**src/rtl/sseg_pkg.sv**
```systemverilog
// rtl/sseg_pkg.sv - shared constants and digit byte selection for the scan mux
package sseg_pkg;

    localparam int MAX_DIGITS = 16;

    localparam logic [MAX_DIGITS-1:0] ANODE_OFF = '1;
    localparam logic [7:0]            SEG_BLANK = 8'hFF;

    localparam int SEG_A_BIT = 0;
    localparam int SEG_B_BIT = 1;
    localparam int SEG_C_BIT = 2;
    localparam int SEG_D_BIT = 3;
    localparam int SEG_E_BIT = 4;
    localparam int SEG_F_BIT = 5;
    localparam int SEG_G_BIT = 6;
    localparam int DP_BIT    = 7;

    // Byte idx of a bus holding up to MAX_DIGITS packed segment bytes
    function automatic logic [7:0] digit_select(input logic [8*MAX_DIGITS-1:0] seg_bus,
                                                input logic [3:0] idx);
        return seg_bus[{idx, 3'b000} +: 8];
    endfunction

endpackage

```
**src/rtl/mod_m_tick.sv**
```systemverilog
// rtl/mod_m_tick.sv - modulo-M counter with a single-cycle wrap pulse
module mod_m_tick #(
    parameter int M = 16,
    parameter int W = (M > 1) ? $clog2(M) : 1
) (
    input  logic         clk,
    input  logic         reset,
    input  logic         en,
    output logic [W-1:0] count,
    output logic         wrap
);

    // Wrap is combinational so the caller can update dependent state on the same edge
    assign wrap = en && (count == W'(M - 1));

    // Count 0..M-1 on each enabled cycle, then return to 0
    always_ff @(posedge clk) begin
        if (reset) begin
            count <= '0;
        end else if (en) begin
            count <= wrap ? '0 : count + 1'b1;
        end
    end

endmodule

```
**src/rtl/sseg_scan_mux.sv**
```systemverilog
// rtl/sseg_scan_mux.sv - multiplexed seven-segment driver with guard, PWM, enable and blink
module sseg_scan_mux
    import sseg_pkg::*;
#(
    parameter int NUM_DIGITS   = 8,
    parameter int DIGIT_CYCLES = 12500,
    parameter int GUARD_CYCLES = 64,
    parameter int BRIGHT_W     = 4,
    parameter int BLINK_FRAMES = 128
) (
    input  logic                    clk,
    input  logic                    reset,
    input  logic [8*NUM_DIGITS-1:0] seg_in,
    input  logic [NUM_DIGITS-1:0]   digit_en,
    input  logic [NUM_DIGITS-1:0]   blink_en,
    input  logic [BRIGHT_W-1:0]     brightness,
    output logic [NUM_DIGITS-1:0]   an,
    output logic [7:0]              sseg,
    output logic                    frame_tick
);

    localparam int SLOT_W  = (DIGIT_CYCLES > 1) ? $clog2(DIGIT_CYCLES) : 1;
    localparam int BLINK_W = (BLINK_FRAMES > 1) ? $clog2(BLINK_FRAMES) : 1;
    localparam int IDX_W   = (NUM_DIGITS > 1) ? $clog2(NUM_DIGITS) : 1;

    logic [SLOT_W-1:0]       slot_cnt;
    logic                    slot_wrap;
    logic [IDX_W-1:0]        digit_idx;
    logic                    frame_wrap;
    logic                    blink_wrap;
    logic                    blink_off;
    logic                    fresh;
    logic [BRIGHT_W-1:0]     bright_q;
    logic [BRIGHT_W-1:0]     pwm_cnt;
    logic                    guard_done;
    logic                    pwm_on;
    logic                    lit;
    logic [NUM_DIGITS-1:0]   an_next;
    logic [7:0]              sseg_next;
    logic [8*MAX_DIGITS-1:0] seg_bus;
    logic [3:0]              idx4;

    mod_m_tick #(.M(DIGIT_CYCLES), .W(SLOT_W)) u_slot (
        .clk   (clk),
        .reset (reset),
        .en    (1'b1),
        .count (slot_cnt),
        .wrap  (slot_wrap)
    );

    // A frame ends when the last digit's slot wraps; with one digit that is every slot
    assign frame_wrap = slot_wrap && (digit_idx == IDX_W'(NUM_DIGITS - 1));

    mod_m_tick #(.M(BLINK_FRAMES), .W(BLINK_W)) u_blink (
        .clk   (clk),
        .reset (reset),
        .en    (frame_wrap),
        .count (),
        .wrap  (blink_wrap)
    );

    // Advance the scanned digit at each slot boundary
    always_ff @(posedge clk) begin
        if (reset) begin
            digit_idx <= '0;
        end else if (slot_wrap) begin
            digit_idx <= frame_wrap ? '0 : digit_idx + 1'b1;
        end
    end

    // Blink phase flips every BLINK_FRAMES frames
    always_ff @(posedge clk) begin
        if (reset) begin
            blink_off <= 1'b0;
        end else if (blink_wrap) begin
            blink_off <= ~blink_off;
        end
    end

    // Brightness is taken on entry to a frame; the first frame after reset latches
    // in its cycle 0 because no wrap precedes it
    always_ff @(posedge clk) begin
        if (reset) begin
            fresh    <= 1'b1;
            bright_q <= '0;
        end else begin
            fresh <= 1'b0;
            if (frame_wrap || fresh) begin
                bright_q <= brightness;
            end
        end
    end

    // PWM phase restarts each slot and only runs once the guard interval is over
    always_ff @(posedge clk) begin
        if (reset) begin
            pwm_cnt <= '0;
        end else if (slot_wrap) begin
            pwm_cnt <= '0;
        end else if (guard_done) begin
            pwm_cnt <= pwm_cnt + 1'b1;
        end
    end

    // Decide whether the current digit is lit and what the pins should show
    always_comb begin
        guard_done = (slot_cnt >= SLOT_W'(GUARD_CYCLES));
        pwm_on     = (&bright_q) || (pwm_cnt < bright_q);
        lit        = guard_done && digit_en[digit_idx]
                     && !(blink_en[digit_idx] && blink_off) && pwm_on;
        seg_bus    = (8*MAX_DIGITS)'(seg_in);
        idx4       = 4'(digit_idx);
        an_next    = ANODE_OFF[NUM_DIGITS-1:0];
        sseg_next  = SEG_BLANK;
        if (lit) begin
            an_next   = ~(NUM_DIGITS'(1) << digit_idx);
            sseg_next = ~digit_select(seg_bus, idx4);
        end
    end

    // Register the pins so anode and segment data always change together
    always_ff @(posedge clk) begin
        if (reset) begin
            an         <= ANODE_OFF[NUM_DIGITS-1:0];
            sseg       <= SEG_BLANK;
            frame_tick <= 1'b0;
        end else begin
            an         <= an_next;
            sseg       <= sseg_next;
            frame_tick <= frame_wrap;
        end
    end

endmodule
```
**config.mk**
```make
export PLATFORM = sky130hd
export DESIGN_NAME = sseg_scan_mux
export DESIGN_NICKNAME = d
export VERILOG_FILES = /design/src/rtl/sseg_pkg.sv /design/src/rtl/mod_m_tick.sv /design/src/rtl/sseg_scan_mux.sv
export SDC_FILE = /design/constraint.sdc
export NUM_CORES = 1
export LEC_CHECK = 0
export ABC_AREA = 0
export BUFFER_PORTS_ARGS = -buffer_cell sky130_fd_sc_hd__buf_2
export CAP_MARGIN = 20
export CORE_MARGIN = 2
export CORE_UTILIZATION = 43
export DETAILED_ROUTE_END_ITERATION = 12
export PLACE_DENSITY_LB_ADDON = 0.3
export REMOVE_ABC_BUFFERS = 1
export SLEW_MARGIN = 40
export SYNTH_ARGS = -nofsm -noshare
export SYNTH_HDL_FRONTEND = slang
export SYNTH_SLANG_ARGS = --single-unit
```
**constraint.sdc**
```tcl
create_clock -name clk -period 1.95 [get_ports clk]
set_input_delay 0.39 -clock clk [delete_from_list [all_inputs] [get_ports clk]]
set_output_delay 0.39 -clock clk [all_outputs]
set_load 0.05 [all_outputs]
```
After elaboration in Yosys (flattened, before gate mapping)

Cells that the tools add are included.

Word-level logic and storage cells: 45
Bits of input ports: 86
Output and inout port bits: 17
Register bits: 51

Shift operators: 2
Equal/unequal tests: 3
Add/subtract/negate cells: 4
Bitwise gates (word level): 4
Mux-type cells: 7
$lt $le $gt $ge: 3
Reductions and logical operators: 12

Operators by type and width:

| kind                    | number |
|---|---|
| $shiftx A128 B7 Y8      | 1 |
| $not A8 Y8              | 2 |
| $add A14 B1 Y14 const B | 1 |
| $eq A14 B14 Y1 const B  | 1 |
| $ge A14 B7 Y1 const B   | 1 |
| $shl A1 B3 Y8 const A   | 1 |
| $add A7 B1 Y7 const B   | 1 |
| $eq A7 B7 Y1 const B    | 1 |
| $mux W7                 | 1 |
| $bmux W1 S3             | 2 |
| $logic_and A1 B1 Y1     | 6 |
| $add A4 B1 Y4 const B   | 1 |
| $lt A3 B4 Y1 const B    | 1 |
| $lt A4 B4 Y1            | 1 |
| $reduce_and A4 Y1       | 1 |
| $reduce_or A2 Y1        | 2 |
| $add A3 B1 Y3 const B   | 1 |
| $eq A3 B3 Y1 const B    | 1 |
| $mux W1                 | 3 |
| $mux W3                 | 1 |
| $logic_or A1 B1 Y1      | 2 |
| $not A1 Y1              | 2 |
| $logic_not A1 Y1        | 1 |

Longest topological paths before layout

Depth after elaboration: 8
Gate-level depth with buffers: 8
Depth with buffers taken out: 6

By module

Synthesis repeated with hierarchy kept, for this count alone.

Cell total of the unflattened synthesis: 285
Area, all modules: 2788.9 um^2

By module, submodules not included:

| module                | instances | cells each | seq. area each (um^2) | area each (um^2) |
|---|---|---|---|---|
| sseg_scan_mux         | 1         | 174        | 600.6                 | 1804.2 |
| mod_m_tick at u_slot  | 1         | 76         | 280.3                 | 669.4 |
| mod_m_tick at u_blink | 1         | 35         | 140.1                 | 315.3 |

Worst setup path after synthesis

OpenSTA, ideal clock, no wires.

Kind: input to register
From: input reset
To: register sseg[3]
Stages on the path: 6
Data arrival time: 1797 ps
Buffers on the path: 3
Data required time: 1813 ps
Library setup time: 137 ps
Setup slack: 16 ps
Cells stage by stage: clkdlybuf4s50_2 -> a31o_2 -> nor4bb_1 -> clkbuf_2 -> buf_4 -> nand4_1

Cells in the longest elaborated chain, start to end: 1

Ends and longest elaborated chain:

| element                           | RTL line             | RTL |
|---|---|---|
| start: declaration                | sseg_scan_mux.sv:12  | `input logic reset,` |
| $reduce_or A2 Y1 (no source line) | n/a                  |  |
| end signal: assignment            | sseg_scan_mux.sv:129 | `sseg <= sseg_next;` |
| end: declaration                  | sseg_scan_mux.sv:18  | `output logic [7:0] sseg,` |

No other way between the ends.
A chain may end at the register's enable or synchronous reset.

Worst setup path after layout

From: register digit_idx[1]
To: register an[3]

Cells in the longest elaborated chain, start to end: 8
Elaborated cells on any way between the ends: 13
Those cells by class: 1 x shift; 4 x mux; 2 x bitwise; 6 x reduce/logical

Ends and longest elaborated chain:

| element                           | RTL line             | RTL |
|---|---|---|
| start: declaration                | sseg_scan_mux.sv:28  | `logic [IDX_W-1:0] digit_idx;` |
| start signal: assignment          | sseg_scan_mux.sv:67  | `digit_idx <= frame_wrap ? '0 : digit_idx + 1'b1;` |
| $bmux W1 S3                       | sseg_scan_mux.sv:110 | `&& !(blink_en[digit_idx] && blink_off) && pwm_on;` |
| $mux W1 (implied by the code)     | sseg_scan_mux.sv:110 |  |
| $logic_and A1 B1 Y1               | sseg_scan_mux.sv:110 |  |
| $logic_not A1 Y1                  | sseg_scan_mux.sv:110 |  |
| $logic_and A1 B1 Y1 (2 in a row)  | sseg_scan_mux.sv:110 |  |
| $not A1 Y1 (no source line)       | n/a                  |  |
| $reduce_or A2 Y1 (no source line) | n/a                  |  |
| end signal: assignment            | sseg_scan_mux.sv:124 | `an <= ANODE_OFF[NUM_DIGITS-1:0];` |
| end signal: assignment            | sseg_scan_mux.sv:128 | `an <= an_next;` |
| end: declaration                  | sseg_scan_mux.sv:17  | `output logic [NUM_DIGITS-1:0] an,` |

Parallel ways exist; a longest one is shown, timed or not. The select of a mux whose other input is x is not followed.

==> impl_results.md <==
* Slew @ Worst Pin at 504 ps
* PD cells at 551 nW/µm²
* Tot GR Track Use at 0.192
* Largest area contributor in the netlist: dfxtp_1
* Area after DPL at 3520 µm²
* Chip width at 85.7 µm
* Yosys top cell area share at 0.355
* Final critical-path share of the clock period at 0.962
* CTS clk-pin slew, worst paths at 90 ps
* Synth top area cells: dfxtp_1, mux4_2, ha_1
* H-tree depth at 2
* Met1 Usage GRT at 0.248
* Final Hold Fails at 0
* Number of synthesized flops with an enable pin at 0
* Post-Syn Area at 2870 µm²
* R2R depth at 5
* Area growth syn-to-layout at 27.7%
* FF-to-FF End: an[3]
* Worst hold path startpoint: brightness[3]
* Port Buf Inserts at 102
* Root buffer cell: clkbuf_8
* Largest net degree at the start of global routing at 25
* Slew Limit Fails at 0
* Clock insertion delay at the later pin of the skew report at 300 ps
* Finish-stage setup viols at 0
* Post-synthesis cell type count at 46
* Rows at 29
* Synthesis Warnings at 0
* Failing checks: DRC
* Critical path capture point type: flop
* Most used routing layer: met2
* Syn Inst Count at 291
* Worst setup SP type: flop
* CTS Hold Bufs at 0
* Peak VDD IR at 0.000516 V
* Final Skew at 8.90 ps
* GR Util met2 at 0.324
* Total gr overflow at 0
* Routability Congestion at 0.808
* Vias in the first global route at 2502
* Dpl cells at 470
* Initial Utilization at 0.447
* Fraction of registers with async set/reset at 0
* Status: complete, but fails checks
* Grt met3 use at 0.0395
* CTS buffer count at 5
* Max Cap Violations at 0
* Final Critical Period at 1880 ps
* Hold Path Depth at 3
* Antenna violations before repair at 0
* Final setup margin at 74.1 ps
* Iteration-0 DRC Markers at 115
* Post-route insts no fill at 478
* Nets at 499
* Vias after detailed routing at 2579
* Most numerous cell in the Yosys netlist: dfxtp_1
* CP required at 2120 ps
* Worst Hold End: bright_q[3]
* Die area at 7350 µm²
* Fmax at 533 MHz
* Flop-to-flop setup slack at 70 ps
* Boundary Pins at 103
* Slew headroom at 0.655
* Synth top cells by count: dfxtp_1, nand2_1, nor2_1
* Seq cells post-synth at 51
* Detail Route Antenna Nets at 0
* Fraction of the yosys area taken by sequential cells at 0.355
* Clk sinks at 51
* Layout cell share with drive strength beyond 1 at 0.397
* Worst Setup Path Type: flop to flop
* Lkg Pwr at 1.51 nW
* CP max FO at 16
* Worst Path Arrival at 2040 ps
* CTS tree: done
* Design Area, Final at 3670 µm²
* Pre-antenna DRT Iters at 9
* Core ar. at 6420 µm²
* Post-DP HPWL at 5450 µm
* Die H at 85.7 µm
* Drt wl/cell at 14.6 µm
* # diodes at 0
* First-pass GRT wire length at 11400 µm
* Fillers at 591
* Ys flop type: dfxtp_1
* Drt drc at 5
* Hold Crit Class: input pin to flop
* Fin Setup TNS at 0 ps
* RSZ-0062 raised after global routing: true
* Syn Area/Cell at 9.87 µm²
* Worst-case clock buffer depth at 2
* Pre-CTS worst setup slack at -9.73 ps
* Routed WL at 6980 µm
* RR Startpoint: digit_idx[1]
* Vias per Instance at 5.40
[repair_timing]
| action | in CTS | in global routing |
|---|---|---|
| pin swaps | 0 | 1 |
| setup buffers | 0 | 0 |
| endpoints found under the setup margin | 6 | 7 |
| hold endpoints to repair | 0 | 0 |
| gates cloned | 0 | 0 |
| gates resized for setup | 1 | 6 |
[final cells by class]
type                    count  area, µm²  share of cell area
well taps                  77       96.3              0.0263
multi-input cells         213       1740               0.474
inverters                   9       33.8             0.00921
flip-flops and latches     51       1020               0.278
clock buffers               6       82.6              0.0225
clock inverters             2       35.0             0.00955
repair buffers            120        662               0.180
[registers in the layout (all words and copies together) (netlist names)]
name / flops
blink_off: 1
sseg: 8
bright_q: 4
pwm_cnt: 4
fresh: 1
frame_tick: 1
an: 8
u_slot.count: 14
u_blink.count: 7
digit_idx: 3
[per-stage QoR]
| step | hold slack, ps | total power [W] | util |
|---|---|---|---|
| after floorplan | 418 | 0.00117 | - |
| after global placement | 438 | 0.00129 | 0.548 |
| after detailed placement | 462 | 0.00129 | 0.548 |
| after CTS | 313 | 0.00204 | 0.567 |
| after global routing | 335 | 0.00211 | 0.571 |
| final | 316 | 0.00202 | 0.571 |
[where the power goes]
group          leakage (nW)  total [W]  switching, W  internal [W]
clock                0.0612   0.000752      0.000337      0.000415
sequential            0.413    0.00106     0.0000105       0.00105
combinational          1.04   0.000208     0.0000852      0.000122
[cell usage in the layout, fill, tap and decap left out, types with 7 or more instances in the layout]
cell | synthesis | final
buf_4 | 1 | 16
o21ai_0 | 8 | 7
dfxtp_1 | 51 | 51
buf_2 | 4 | 102
nand4_1 | 16 | 16
ha_1 | 13 | 12
a21oi_1 | 9 | 9
mux2i_1 | 11 | 11
nand3_1 | 17 | 17
nand2_1 | 35 | 34
inv_1 | 9 | 9
nor2_1 | 28 | 28
mux4_2 | 20 | 20
or3_1 | 7 | 7
xor2_1 | 10 | 10
[routing by layer]
metal / part of all wire / wire length [µm]
met5: 0 / 0
met2: 0.48 / 3360
met1: 0.43 / 3020
met4: 0.020 / 137
met3: 0.066 / 459
[critical path, stage by stage, from the launching register on]
cell and delay, ps:
dfxtp_1 340, buf_4 270, mux4_2 540, mux2_2 290, nand2_2 180, nand4_1 120
[how the worst max path moves through the flow]
stage,slack (ps),cells past startpoint,startpoint,end
floorplan,-1260,4,digit_idx[1],sseg[0]
global placement,60,5,digit_idx[1],an[7]
detailed placement,-10,5,digit_idx[1],an[3]
CTS,20,5,digit_idx[1],an[0]
global route,-10,7,digit_idx[0],u_blink.count[5]
finish,70,5,digit_idx[1],an[3]
[logic make-up after synthesis]
| logic type | synth area share |
|---|---|
| simple gates | 0.234 |
| xor+xnor | 0.0427 |
| buf+inv | 0.0505 |
| compound gates | 0.0619 |
| fa+ha+maj | 0.0566 |
| mux | 0.199 |
| flops | 0.355 |
Note: power is estimated with default switching activity, not from simulation.
